$ cat src/rtl/fsm_pkg.sv
// Shared helpers for the parametrised ring controllers: state-width sizing,
// direction encoding and parameter legality.
package fsm_pkg;

   localparam logic DIR_FWD = 1'b0;
   localparam logic DIR_BWD = 1'b1;

   localparam int MIN_STATES = 2;
   localparam int MAX_STATES = 256;

   // Binary state width; never narrower than one bit.
   function automatic int state_w(input int n);
      int w;
      w = $clog2(n);
      return (w < 1) ? 1 : w;
   endfunction

   function automatic bit num_states_ok(input int n);
      return (n >= MIN_STATES) && (n <= MAX_STATES);
   endfunction

endpackage

$ cat src/rtl/sat_counter.sv
// Up-counter that sticks at its all-ones value; clear wins over increment.
module sat_counter #(
   parameter int W = 4
) (
   input  logic         clock,
   input  logic         reset,
   input  logic         clear,
   input  logic         inc,
   output logic [W-1:0] count
);

   localparam logic [W-1:0] MAX = {W{1'b1}};

   logic [W-1:0] count_q;
   logic [W-1:0] count_d;

   always_comb begin
      count_d = count_q;
      if (clear) begin
         count_d = '0;
      end else if (inc && (count_q != MAX)) begin
         count_d = count_q + 1'b1;
      end
   end

   always_ff @(posedge clock) begin
      if (reset) begin
         count_q <= '0;
      end else begin
         count_q <= count_d;
      end
   end

   assign count = count_q;

endmodule

$ cat src/rtl/ring_fsm_param.sv
// NUM_STATES-state ring sequencer with direction control, synchronous jump,
// wrap / illegal-load pulses and a saturating dwell counter.
module ring_fsm_param
   import fsm_pkg::*;
#(
   parameter  int NUM_STATES = 7,
   parameter  int DWELL_W    = 4,
   localparam int SW         = state_w(NUM_STATES)
) (
   input  logic                  clock,
   input  logic                  reset,
   input  logic                  en,
   input  logic [NUM_STATES-1:0] cond,
   input  logic                  dir,
   input  logic                  load,
   input  logic [SW-1:0]         load_state,
   output logic [SW-1:0]         y,
   output logic                  wrap,
   output logic                  load_err,
   output logic [DWELL_W-1:0]    dwell
);

   if (!num_states_ok(NUM_STATES)) begin : g_bad_num_states
      $error("ring_fsm_param: NUM_STATES must be in 2..256");
   end

   localparam logic [SW-1:0] LAST  = SW'(NUM_STATES - 1);
   // One extra bit so NUM_STATES itself is representable (e.g. 256 with SW=8).
   localparam logic [SW:0]   N_EXT = (SW + 1)'(NUM_STATES);

   logic [SW-1:0] y_q;
   logic [SW-1:0] y_d;
   logic          wrap_q;
   logic          wrap_d;
   logic          load_err_q;
   logic          load_err_d;

   logic load_legal;
   logic load_bad;
   logic advance;
   logic dwell_clr;
   logic dwell_inc;

   assign load_legal = load && ({1'b0, load_state} < N_EXT);
   assign load_bad   = load && !load_legal;
   assign advance    = !load && en && cond[y_q];

   always_comb begin
      y_d        = y_q;
      wrap_d     = 1'b0;
      load_err_d = 1'b0;
      if (load_legal) begin
         y_d = load_state;
      end else if (load_bad) begin
         load_err_d = 1'b1;
      end else if (advance) begin
         if (dir == DIR_FWD) begin
            y_d    = (y_q == LAST) ? '0 : y_q + 1'b1;
            wrap_d = (y_q == LAST);
         end else begin
            y_d    = (y_q == '0) ? LAST : y_q - 1'b1;
            wrap_d = (y_q == '0);
         end
      end
   end

   always_ff @(posedge clock) begin
      if (reset) begin
         y_q        <= '0;
         wrap_q     <= 1'b0;
         load_err_q <= 1'b0;
      end else begin
         y_q        <= y_d;
         wrap_q     <= wrap_d;
         load_err_q <= load_err_d;
      end
   end

   // Any state entry (legal jump or advance) restarts the dwell count.
   assign dwell_clr = load_legal || advance;
   assign dwell_inc = !dwell_clr;

   sat_counter #(
      .W (DWELL_W)
   ) u_dwell (
      .clock (clock),
      .reset (reset),
      .clear (dwell_clr),
      .inc   (dwell_inc),
      .count (dwell)
   );

   assign y        = y_q;
   assign wrap     = wrap_q;
   assign load_err = load_err_q;

endmodule

$ cat config.mk
export PLATFORM = sky130hd
export DESIGN_NAME = ring_fsm_param
export DESIGN_NICKNAME = d
export VERILOG_FILES = /design/src/rtl/fsm_pkg.sv /design/src/rtl/sat_counter.sv /design/src/rtl/ring_fsm_param.sv
export SDC_FILE = /design/constraint.sdc
export NUM_CORES = 1
export LEC_CHECK = 0
export CELL_PAD_IN_SITES_DETAIL_PLACEMENT = 0
export CELL_PAD_IN_SITES_GLOBAL_PLACEMENT = 1
export CORE_ASPECT_RATIO = 1.2
export CORE_UTILIZATION = 30
export CTS_CLUSTER_DIAMETER = 200
export CTS_CLUSTER_SIZE = 14
export DETAILED_ROUTE_END_ITERATION = 16
export GPL_TIMING_DRIVEN = 0
export PLACE_DENSITY_LB_ADDON = 0.15
export SLEW_MARGIN = 20
export SYNTH_ARGS = -nofsm -noshare
export SYNTH_HDL_FRONTEND = slang
export SYNTH_SLANG_ARGS = --single-unit
$ cat constraint.sdc
create_clock -name clock -period 1.63 [get_ports clock]
set_input_delay 0.326 -clock clock [delete_from_list [all_inputs] [get_ports clock]]
set_output_delay 0.326 -clock clock [all_outputs]
set_load 0.005 [all_outputs]
==> flow_summary.ini <==
[status]
status = complete, no violations

[timing]
rsz0062_at_grt = true
period_share_pct = 94.8
slew_viol_final = 0
setup_slack_ns = 0.0853
setup_viol = 0
period_needed_ns = 1.54
worst_clock_skew_ns = 0.00454
holdWs_ns = 0.473
slew_headroom_pct = 73.4
max_slew.worst_pin.slew_ns = 0.398
max_freq_ghz = 0.647
hold_violations = 0

[logic_synthesis]
synthesis.nets = 98
synth_cells = 77
async_flop_share_pct = 0
ys_ff_latch = 9
synth_seq_area_share_pct = 27.6
avgSynthCellArea_um2 = 8.47
synthDistinctLibCells = 30
synth_edf_count = 0
synth_ff_type = dfxtp_1
yosysWarnings = 0
synth_area_um2 = 652

[global_route]
grt_pass1_vias = 610
track_usage_pct = 14.6
grt_antenna_before_repair = 0
grt_max_degree = 11
grt_pass1_wl_um = 2550
overflow = 0

[setup_path]
path_class = flop to flop
worstPathMaxFanout = 6
cpPeakStageDelay_ns = 0.36
cp_num_buf_inv = 1
worstSetupStartpointType = flop
cp_slowest_cell = dfxtp_4
path_cells = buf_6 > mux2i_1 > a22oi_2 > nand3_2 > o31a_1 > a221oi_2
critPathCapture = y[0]$_SDFFE_PP0P_
regToRegSetupSlack_ns = 0.09
cp.depth = 6
endpoint_kind = flop
cp_top_family = compound AO/OA/AOI/OAI gates
reg2reg_depth = 6
r2r_end = y[0]$_SDFFE_PP0P_
worstSetupStartpoint = y[1]$_SDFFE_PP0P_
critPathArrivalTime_ns = 1.72
cp.required_ns = 1.80
r2r-start = y[1]$_SDFFE_PP0P_

[die]
die_h_um = 53.1
io_pins = 24
start_util_pct = 31.8
die_w_um = 44.6
core-area_um2 = 2050
die_area_um2 = 2360
row_count = 18

[detailed_routing]
drtIter0Drc = 7
antenna_left = 0
dr.pass1.iters = 4
via_per_inst = 4.70
wire_per_inst_um = 10.9
drc = 0
postRouteWirelength_um = 1470
vias = 634

[pwr]
power.leakage_nw = 0.396
powerDensity_nw_per_um2 = 629
peakVddDrop_uv = 297

[placement]
gp_congestion = 0.700
port_buffers = 21
hpwl_um = 1190
pre_cts_ws_ns = -0.263
dp_cells = 128

[job]
maxCapViolations = 0

[cts]
clockBufferDepth = 2
postCtsHoldBufs = 0
tritoncts = yes
htree_levels = 1
cts_inserted_buffers = 3
cts_root_buf = clkbuf_4
cts.clk_slew.worst_paths_ns = 0.06
clock_sinks = 9
clk_latency_ns = 0.26

[cells_and_area]
diodes = 0
nets = 127
nFillCells = 207
fin_util_pct = 47.6
final_cells = 135
drive_above_1_share_pct = 17.1
area.growth.synth_to_final_pct = 49.7

[min_path]
min_path_type = primary input to flop
-- stage by stage --
step | power, mW | setup TNS (ns) | instance area, µm²
final | 0.614 | 0 | 976
after global routing | 0.659 | -0.00404 | 976
after CTS | 0.607 | 0 | 928
after floorplan | 0.354 | 0 | 652
after global placement | 0.428 | -0.652 | 900
after detailed placement | 0.429 | -0.708 | 900
-- cell usage after synthesis (2+ instances only) --
cell type	n	share of area, %
inv_1	6	3.5
nor4_1	4	3.8
o21ai_0	2	1.5
nor2_1	3	1.7
o22ai_1	2	1.9
nor3b_1	2	2.3
ha_1	6	12
a21oi_1	4	3.1
dfxtp_1	9	28
nor3_1	2	1.5
mux2i_1	5	7.7
nand2_1	5	2.9
nand3_1	4	3.1
nand3b_1	2	2.3
clkbuf_1	3	1.7
nor2b_1	4	3.8
-- cells in the final DEF (no fill, tap or decap), types with 3 or more instances in the layout --
master,Yosys,layout
clkdlybuf4s50_1,0,20
mux2i_1,5,5
dfxtp_1,9,7
a21oi_1,4,4
nand2_1,5,5
inv_1,6,5
nor2b_1,4,3
nor4_1,4,4
clkbuf_1,3,4
nand3_1,4,4
ha_1,6,6
nor2_1,3,3
clkbuf_4,0,4
-- what timing repair did --
item	in CTS	in global routing
endpoints found under the setup margin	3	3
setup buffers	0	3
resized for setup	2	6
pin swaps	0	5
-- where the power goes --
| group | switching (mW) | total (mW) | leakage, nW | internal, mW |
|---|---|---|---|---|
| Sequential | 0.0115 | 0.242 | 0.0748 | 0.231 |
| Combinational | 0.0852 | 0.197 | 0.307 | 0.112 |
| Clock | 0.0798 | 0.174 | 0.0150 | 0.0944 |
-- layout make-up --
class	instances	area, µm²	area share [%]
sequential	9	188	19.2
inverter	6	22.5	2.31
multi-input combinational	57	424	43.5
timing repair buffer	24	248	25.4
buffer	5	30.0	3.08
tap	30	37.5	3.85
clock buffer	4	26.3	2.69
-- metal layers --
metal	track usage (%)	vias to the layer above	wire [µm]	part of all wire [%]
met5	0	-	0	0
met1	17.6	282	635	43
met4	9.09	0	27	1.8
li1	-	335	-	-
met3	2.05	4	46	3.1
met2	23.8	13	763	52
-- sequential cells by signal, indices dropped and copies added (netlist names) --
register	count
u_dwell.count	4
y	3
load_err	1
wrap	1
-- worst min-delay path by stage --
stage | start | slack, ns | endpoint | cells after the start
final | load | 0.47 | y[0]$_SDFFE_PP0P_ | 2
after global routing | load | 0.50 | y[0]$_SDFFE_PP0P_ | 2
after CTS | reset | 0.48 | y[0]$_SDFFE_PP0P_ | 2
after detailed placement | u_dwell.count[1]$_SDFFE_PP0P_ | 0.56 | u_dwell.count[1]$_SDFFE_PP0P_ | 2
after global placement | u_dwell.count[1]$_SDFFE_PP0P_ | 0.57 | u_dwell.count[1]$_SDFFE_PP0P_ | 2
after floorplan | load | 0.42 | y[0]$_SDFFE_PP0P_ | 1
-- cell families (layout without fill, tap and decap cells) --
logic type	after synthesis	after routing	synth area share, %
AOI/OAI and AO/OA	14	14	16.9
xor gates and xnor gates	1	1	1.34
adders and majority gates	6	6	11.5
buffers and inverters	11	39	7.68
DFF	9	9	27.6
muxes	5	5	7.68
and+or+nand+nor	31	31	27.3
Note: power is estimated with default switching activity, not from simulation.
